===== config.mk =====
export PLATFORM = sky130hd
export DESIGN_NAME = receiver_ctrl
export DESIGN_NICKNAME = d
export VERILOG_FILES = /design/src/rtl/receiver_ctrl.sv
export SDC_FILE = /design/constraint.sdc
export NUM_CORES = 1
export LEC_CHECK = 0
export CAP_MARGIN = 20
export CORE_ASPECT_RATIO = 0.8
export CORE_MARGIN = 10
export CORE_UTILIZATION = 48
export CTS_CLUSTER_DIAMETER = 80
export DETAILED_ROUTE_END_ITERATION = 10
export DONT_BUFFER_PORTS = 1
export PLACE_DENSITY = 0.73
export SLEW_MARGIN = 25
export SYNTH_ARGS = -nofsm -noshare
export SYNTH_HDL_FRONTEND = slang
export SYNTH_SLANG_ARGS = --single-unit

===== constraint.sdc =====
create_clock -name Clock -period 5.65 [get_ports Clock]
set_clock_uncertainty 0.2 [all_clocks]
set_input_delay 1.4125 -clock Clock [delete_from_list [all_inputs] [get_ports Clock]]
set_output_delay 1.4125 -clock Clock [all_outputs]
set_load 0.1 [all_outputs]

===== src/rtl/receiver_ctrl.sv =====
// receiver_ctrl: four-phase Req/Ack frame receiver writing DEPTH words into a destination RAM.
module receiver_ctrl #(
  parameter int DATA_WIDTH = 16,
  parameter int ADDR_WIDTH = 4,
  parameter bit SYNC_REQ   = 1'b0
) (
  input  logic                  Clock,
  input  logic                  Reset,
  input  logic                  Receive,
  input  logic                  Req,
  input  logic [DATA_WIDTH-1:0] DataIn,
  output logic                  Ack,
  output logic                  WriteEnable,
  output logic [ADDR_WIDTH-1:0] Address,
  output logic [DATA_WIDTH-1:0] DataWrite,
  output logic                  Busy,
  output logic                  Done
);
  typedef enum logic [2:0] {IDLE, WAIT_REQ, WRITE, ACK, DONE1, DONE2} state_t;
  state_t                state_q, state_d;
  logic [1:0]            sync_q, sync_d;
  logic                  ack_q, ack_d, we_q, we_d, busy_q, busy_d, done_q, done_d;
  logic [ADDR_WIDTH-1:0] addr_q, addr_d;
  logic [DATA_WIDTH-1:0] data_q, data_d;
  logic                  req_s;
  assign req_s = SYNC_REQ ? sync_q[1] : Req;
  always_comb begin
    sync_d  = {sync_q[0], Req};
    state_d = state_q;
    ack_d   = ack_q;
    we_d    = we_q;
    busy_d  = busy_q;
    done_d  = done_q;
    addr_d  = addr_q;
    data_d  = data_q;
    case (state_q)
      IDLE: if (Receive) begin
        state_d = WAIT_REQ;
        addr_d  = '0;
        busy_d  = 1'b1;
      end
      WAIT_REQ: if (req_s) begin
        state_d = WRITE;
        data_d  = DataIn;
        we_d    = 1'b1;
      end
      WRITE: begin
        state_d = ACK;
        we_d    = 1'b0;
        ack_d   = 1'b1;
      end
      ACK: if (!req_s) begin
        ack_d   = 1'b0;
        state_d = (&addr_q) ? DONE1 : WAIT_REQ;
        done_d  = &addr_q;
        addr_d  = (&addr_q) ? '0 : addr_q + ADDR_WIDTH'(1);
      end
      DONE1: state_d = DONE2;
      DONE2: begin
        state_d = IDLE;
        done_d  = 1'b0;
        busy_d  = 1'b0;
      end
      default: state_d = IDLE;
    endcase
  end
  always_ff @(posedge Clock or negedge Reset) begin
    if (!Reset) begin
      state_q <= IDLE;
      sync_q  <= '0;
      ack_q   <= 1'b0;
      we_q    <= 1'b0;
      busy_q  <= 1'b0;
      done_q  <= 1'b0;
      addr_q  <= '0;
      data_q  <= '0;
    end else begin
      state_q <= state_d;
      sync_q  <= sync_d;
      ack_q   <= ack_d;
      we_q    <= we_d;
      busy_q  <= busy_d;
      done_q  <= done_d;
      addr_q  <= addr_d;
      data_q  <= data_d;
    end
  end
  assign Ack         = ack_q;
  assign WriteEnable = we_q;
  assign Busy        = busy_q;
  assign Done        = done_q;
  assign Address     = addr_q;
  assign DataWrite   = data_q;
endmodule


==> flow_summary.yaml <==
run_status:
  outcome: "finished, final reports clean"
place:
  place_congestion: 0.754
  hpwlAfterDp_um: 1900
  portBuffers: 0
  dp_cells: 127
  dpl-instance-area_um2: 1230
sta:
  tightest_slew_ns: 1.06
  fin_crit_sh_pct: 53.0
  setup_violations: 0
  fin_tns_setup_ns: 0
  hold_slack_ns: 0.569
  max_slew_margin_pct: 29.4
  max_freq_ghz: 0.334
  rsz0062_at_grt: "no"
  slew_violations: 0
  hold_viol: 0
  min_period_ns: 3.00
floorplan:
  pin_count: 44
  die-area_um2: 4960
  coreArea_um2: 2440
  rows: 16
  die_w_um: 76.3
  die_h_um: 65.0
  start_util_pct: 49.8
layout:
  nets: 117
  design_area_um2: 1260
  syn_to_final_growth_pct: 3.40
  layout-drive-gt1-share_pct: 25.3
  fill_cells: 230
  antenna_cells: 0
  fin_cells: 131
clocking:
  htreeDepth: 1
  clkLatencyLatePin_ns: 0.31
  clockBufferDepth: 2
  cts-hold-fix-buffers: 0
  cts_tree: "done"
  clkTransAtPathRegs_ns: 0.13
  cts_num_sinks: 27
  numCtsBuffers: 3
  cts_resized: 0
  postCtsSetupBuffers: 0
  clockRootBuffer: "clkbuf_4"
route:
  route.detailed.drc: 0
  drt-pass1-iter-count: 4
  routed-wl-met3_um: 232
  ant_nets: 0
  drt_iter0_drc: 25
  dr_total_vias: 769
  wl_met2_um: 1290
  post_drt_wl_per_cell_um: 19.5
  viasPerCell: 5.87
  m1WireLength_um: 1000
  wl_um: 2550
  highest_layer: "met4"
yosys:
  synthTopCellsByCount: "dfrtp_1 (27), mux2_2 (16), nand3_1 (5)"
  synth_edf_count: 0
  synth_cell_types: 32
  syn_area_um2: 1220
  avgSynthCellArea_um2: 12.7
  seq_area_frac_synth_pct: 55.6
  yosys.area.top_type: "dfrtp_1"
  synth_most_common_cell: "dfrtp_1"
  yosys_most_used_dff: "dfrtp_1"
  synth_top_area_share_pct: 55.6
  async_flop_share_pct: 100
  synthTopCellsByArea: "dfrtp_1 (56%), mux2_2 (15%), nand4b_1 (2.9%)"
  syn_nets: 117
  synth_cells: 96
  ys_warn_count: 0
  ys_ff_latch: 27
setup_path:
  path_class: "reg -> out"
  endpoint_kind: "output port"
  startpoint_type: "flop"
  crit_required_ns: 4.04
  arrival_ns: 1.38
  path_max_fanout: 7
hold_path:
  min_path_type: "in -> async"
flow_run:
  maxCapViolations: 0
global_routing:
  grt_max_degree: 28
  grt_pass1_vias: 761
  grt_use_total_pct: 9.99
  grt_pass1_wl_um: 4070
  antenna_found_initial: 0
  overflow: 0
==> cell type report <==
type                       count  area (µm²)  share of cell area [%]
tap                           36        45.0                    3.58
sequential                    27         676                    53.7
clock buffer                   4        26.3                    2.09
multi-input combinational     64         510                    40.6
==> cells by family (layout without fill, tap and decap cells) <==
group           after synthesis  after routing  share of synthesized area [%]
compound gates               16             16                           8.64
fa+ha+maj                     1              1                           1.03
buf+inv                       5              4                           2.47
flops                        27             27                           55.6
mux                          17             17                           16.0
simple gates                 30             30                           16.3
==> flip-flops by register name, indices dropped and copies added, names as in the netlist <==
signal       flops
Done             1
Address          4
Busy             1
Ack              1
DataWrite       16
state_q          3
WriteEnable      1
==> worst paths after layout <==
check,start,end,slack [ns],cells after the start
setup / recovery,Address[2]$_DFFE_PN0P_,Address[2],2.65,0
setup reg to reg,Address[0]$_DFFE_PN0P_,state_q[2]$_DFFE_PN0P_,3.38,4
hold reg to reg,state_q[0]$_DFFE_PN0P_,Address[1]$_DFFE_PN0P_,0.60,2
hold / removal,Reset,Address[1]$_DFFE_PN0P_,0.57,0
max in group asynchronous,Reset,DataWrite[12]$_DFFE_PN0P_,4.60,0
min in group Clock,state_q[0]$_DFFE_PN0P_,Address[1]$_DFFE_PN0P_,0.60,2
==> worst register-to-register path: stages, from the launching register on <==
cell	delay [ns]
dfrtp_1	1.03
ha_1	0.36
nand4b_1	0.14
nor3_1	0.32
o21bai_1	0.16
==> per-stage QoR <==
stage	util [%]	worst slack [ns]
floorplan	-	3.00
detailed placement	50.4	2.70
CTS	51.5	2.64
finish	51.5	2.65
global placement	50.4	2.83
global route	51.5	2.60
==> per-layer routing <==
| metal | track usage, % | up-vias |
|---|---|---|
| met3 | 5.37 | 4 |
| met5 | 0 | - |
| met4 | 2.78 | 0 |
| li1 | - | 352 |
| met2 | 16.6 | 37 |
| met1 | 11.0 | 376 |
==> cell usage in the layout, fill, tap and decap left out, types with 2 or more instances in the layout <==
| cell | instances |
|---|---|
| a21oi_1 | 3 |
| clkbuf_4 | 3 |
| dfrtp_1 | 27 |
| mux2_2 | 16 |
| nand2_1 | 4 |
| nand2b_1 | 2 |
| nand3_1 | 5 |
| nand4b_1 | 4 |
| nor2_1 | 4 |
| nor3_1 | 2 |
| o211ai_1 | 2 |
| o21ai_0 | 4 |
Power is left out: the tool's default activity adds up to more than one toggle a clock period on the data nets, which glitch-free logic cannot reach.
==> RTL change 1, RTL diff (same settings) <==
`DATA_WIDTH`: 16 -> 18.
--- a/src/rtl/receiver_ctrl.sv
+++ b/src/rtl/receiver_ctrl.sv
@@ -2,3 +2,3 @@
 module receiver_ctrl #(
-  parameter int DATA_WIDTH = 16,
+  parameter int DATA_WIDTH = 18,
   parameter int ADDR_WIDTH = 4,
Ports: changed (resized DataIn and DataWrite); port bits go from 44 to 48. The function was not compared with the original's and may differ.
==> RTL change 1 against the original RTL <==
  * Area after synthesis grew 6.0%
  * Setup slack gained 0.031 ns
  * Count of clock-buffer cells in the layout grew 3
  * Routed wire length grew 6.2%
  * Design area grew 8.1%
  * Core utilization grew 2.8 points
  * Sequential cell count grew 2
  * Register-to-register slack gained 0.02 ns
  * Global-route usage is essentially flat
  * Critical path type unchanged
  * Largest cell class unchanged
Power is not shown: default switching activity piles up to over one toggle a cycle in this logic, so the estimate is an artifact.
==> RTL change 1: results (changes against the original RTL) <==
Global route
  • Met2 usage: 0.138 (-0.0279)
  • Met3 Use GR: 0.0679 (+0.0142)
  • Largest net degree at the start of global routing: 30 (+7.1%)
  • Vias in the first global route: 795 (+4.5%)
  • Initial antenna violation count: 0 (unchanged)
  • Tot GR Track Use: 0.0996 (-0.000340)
  • Global-route wire length before repair: 4120 µm (+1.2%)
  • Met1 Usage GRT: 0.120 (+0.00997)

Outcome
  • Outcome: completed

Synth
  • Yosys cell types: 31 (-3.1%)
  • Synth warn: 0 (unchanged)
  • Top cells by area, synth: dfrtp_1, mux2_2, nand4b_1
  • Sequential share of the synthesized area: 0.563 (+0.00755)
  • Post-Syn Nets: 123 (+5.1%)
  • Ys async rst share: 1.00 (unchanged)
  • Most common library cells after synthesis: dfrtp_1, mux2_2, nand3_1, o21ai_0

Detailed routing
  • DR WL/cell: 19.7 µm (+0.80%)
  • TritonRoute pass-1 iters: 4 (unchanged)
  • Top sig layer: met4
  • Routed vias/inst: 5.65 (-3.7%)
  • Met3 WL post-DR: 319 µm (+38%)
  • Initial detailed-routing violation count: 50 (+100%)
  • Metal-1 WL: 1150 µm (+15%)
  • WL met2: 1240 µm (-4.5%)

Min path
  • Hold Path Class: flop to flop

Final layout
  • Nets: 125 (+6.8%)
  • Number of antenna diodes: 0 (unchanged)
  • Share of layout cells above drive strength 1: 0.284 (+0.0317)
  • Max reg flops: 18 (+2)
  • # fillers: 225 (-2.2%)

Setup path
  • Arr. time, crit path: 1.35 ns (-0.03 ns)
  • Worst-path maximum fanout: 7 (unchanged)

Placement
  • PortBufs: 0 (unchanged)
  • HPWL after detailed placement: 2010 µm (+5.7%)
  • Placer congestion estimate: 0.739 (-2.0%)

Clock tree
  • Clock tree buffer depth: 2 (unchanged)
  • CTS buffer count: 5 (+2)
  • PostCTS Resize Cnt: 0 (unchanged)
  • Reg clk slew, reported paths: 0.09 ns (-0.04 ns)
  • Clock latency at the later pin of the worst-skew pair: 0.30 ns
  • Post-CTS Setup Bufs: 0 (unchanged)
  • Clock Tree Root: clkbuf_4
  • H-tree depth: 2 (+1)

STA
  • Worst-Margin Slew: 1.05 ns (-0.00615 ns)
RTL change 1: cell types whose count changed after synthesis:
cell     before  now
o21ai_1       1    0
dfrtp_1      27   29
mux2_2       16   18
o21ai_0       4    5
RTL change 1: per-stage QoR:
step,setup slack (ns),util,std cells,cell area (µm²),hold slack [ns]
2_1_floorplan,2.95,-,100,1290,0.447
3_3_place_gp,2.76,0.521,131,1300,0.537
3_5_place_dp,2.69,0.521,131,1300,0.560
4_1_cts,2.67,0.543,138,1360,0.575
5_1_grt,2.63,0.543,138,1360,0.559
6_report,2.68,0.543,138,1360,0.582
RTL change 1: cell type report:
type	instances	area [µm²]	area share
multi-input cells	66	533	0.392
well taps	36	45.0	0.0331
clock buffers	7	55.1	0.0405
flip-flops and latches	29	726	0.534
RTL change 1: logic make-up (layout without fill, tap and decap cells):
group / Yosys count / count (layout) / share of synthesized area
multiplexers: 19 / 19 / 0.169
buffers and inverters: 5 / 7 / 0.0233
adder cells (fa/ha/maj): 1 / 1 / 0.00971
AO/OA/AOI/OAI: 16 / 16 / 0.0816
flip-flops: 29 / 29 / 0.563
AND/OR/NAND/NOR: 30 / 30 / 0.153
RTL change 1: worst paths after layout:
path | slack (ns) | to | cells past startpoint | from
max in group asynchronous | 4.57 | DataWrite[8] | 0 | Reset
setup / recovery | 2.68 | Address[2] | 0 | Address[2]
hold reg to reg | 0.58 | state_q[2] | 1 | state_q[0]
min in group asynchronous | 0.59 | Done | 0 | Reset
hold / removal | 0.58 | state_q[2] | 1 | state_q[0]
setup reg to reg | 3.40 | DataWrite[8] | 3 | state_q[0]
RTL change 1: worst reg2reg max path, delay by kind of cell (launching register included):
family / cells / cell delay [ns]
and+or+nand+nor: 2 / 0.89
muxes: 1 / 0.42
DFF: 1 / 0.63
==> RTL change 2, RTL diff (same settings) <==
Without the edit above. Make the reset (`Reset`) synchronous in one clocked block.
--- a/src/rtl/receiver_ctrl.sv
+++ b/src/rtl/receiver_ctrl.sv
@@ -66,3 +66,3 @@
   end
-  always_ff @(posedge Clock or negedge Reset) begin
+  always_ff @(posedge Clock) begin
     if (!Reset) begin
Formal check against the unedited RTL: differs if Reset is asserted again (counterexample within 4 cycles, from zero or initial values and one cycle with Reset low); with Reset held inactive, the same outputs for 10 cycles.
==> RTL change 2 against the original RTL <==
  * Setup slack improved by 0.012 ns
  * Area after synthesis decreased by 5.1%
  * Synthesized cell count is 44% higher
  * Routed wire length grew 6.5%
  * Count of clock-buffer cells in the layout fell by 1
  * Sequential cell count unchanged
  * Register-to-register slack lost 0.03 ns
  * Design area is 6.5% lower
  * First-iteration DRC count grew to 4.7 times the old value
  * Critical endpoint is now Address[1]
==> RTL change 2: results (changes against the original RTL) <==
Outcome
  • Outcome: completed

Global route
  • Largest net degree at the start of global routing: 25 (-11%)
  • Met1 Usage GRT: 0.115 (+0.00499)
  • Vias in the first global route: 945 (+24%)
  • Global-route wire length before repair: 4360 µm (+7.1%)
  • Tot GR Track Use: 0.115 (+0.0149)
  • Met2 usage: 0.192 (+0.0257)
  • Met3 Use GR: 0.0818 (+0.0281)

Clock tree
  • Reg clk slew, reported paths: between 0.1 and 0.15 ns
  • Clock Tree Root: clkbuf_4
  • Clock tree buffer depth: 2 (unchanged)
  • Post-CTS Setup Bufs: 0 (unchanged)
  • Clock latency at the later pin of the worst-skew pair: 0.32 ns
  • PostCTS Resize Cnt: 0 (unchanged)

Min path
  • Hold Path Class: flop to flop
  • Endpoint, Worst Hold: WriteEnable
  • Launch point of the worst hold path: state_q[0]

Synth
  • Top cells by area, synth: dfxtp_1, nand2_1, a21oi_1
  • Most common library cells after synthesis: nand2_1, dfxtp_1, a21oi_1
  • Yosys cell types: 31 (-3.1%)
  • Most used flip-flop cell after synthesis: dfxtp_1
  • Post-Syn Nets: 159 (+36%)
  • Ys async rst share: 0 (-1.00)
  • Mapped Cells: 138 (+44%)
  • Sequential share of the synthesized area: 0.469 (-0.0870)

Detailed routing
  • Vias: 934 (+21%)
  • # DRC: 0 (unchanged)
  • Top sig layer: met4
  • WL met2: 1310 µm (+1.4%)
  • Met3 WL post-DR: 357 µm (+54%)
  • Routed vias/inst: 5.84 (-0.56%)
  • DR WL/cell: 17.0 µm (-13%)
  • Metal-1 WL: 1040 µm (+3.2%)
  • Initial detailed-routing violation count: 118 (+370%)

Placement
  • PortBufs: 0 (unchanged)
  • Placer congestion estimate: 0.816 (+8.3%)
  • Dpl ws: 3.01 ns (+0.307 ns)
  • HPWL after detailed placement: 2100 µm (+11%)
  • Cell Area, Placed: 1150 µm² (-6.8%)

Pwr
  • Internal power: 0.242 mW
  • Worst vdd ir: roughly 170 µV
  • Pleak: a little under 0.4 nW
  • Power share of the combinational group: 0.093

Setup path
  • RR Endpoint: state_q[0]
  • Worst r2r path cells: 4 (unchanged)
  • Worst Setup SP: Address[1]
  • Worst setup path end: Address[1]
  • Arr. time, crit path: 1.37 ns
  • Worst-path maximum fanout: 5 (-2)
  • FF-to-FF setup slack: 3.35 ns (-0.03 ns)

Final layout
  • Share of layout cells above drive strength 1: 0.0815 (-0.171)
  • # fillers: 214 (-7.0%)
  • Number of antenna diodes: 0 (unchanged)

STA
  • Final WS setup: 2.67 ns (+0.0118 ns)
  • Final hold violation count: 0 (unchanged)
  • WHS: 0.474 ns (-0.0950 ns)
  • Slew margin rel.: 0.288 (-0.00601)
## RTL change 2: cell types whose count changed after synthesis, moves of 16 or more
cell	change
dfrtp_1	-27
nand2_1	+35
mux2_2	-16
dfxtp_1	+27
a21oi_1	+20
## RTL change 2: layout make-up
type / instances / area [µm²] / area share
Tap cell: 25 / 31.3 / 0.0266
Clock inverter: 1 / 5.00 / 0.00426
Sequential cell: 27 / 542 / 0.461
Clock buffer: 3 / 22.5 / 0.0191
Inverter: 3 / 11.3 / 0.00957
Multi-Input combinational cell: 101 / 564 / 0.480
## RTL change 2: cell families after synthesis
logic type / after synthesis / share of synthesized area
DFF: 27 / 0.469
AOI/OAI and AO/OA: 39 / 0.202
adders and majority gates: 1 / 0.0108
buffers and inverters: 10 / 0.0423
muxes: 1 / 0.00868
and+or+nand+nor: 60 / 0.268
## RTL change 2: worst reg2reg max path, cell delays in order, from the launching register on
cell and delay, ns:
dfxtp_1 1.05, ha_1 0.39, nand3_1 0.19, a31oi_1 0.26, a211oi_1 0.09
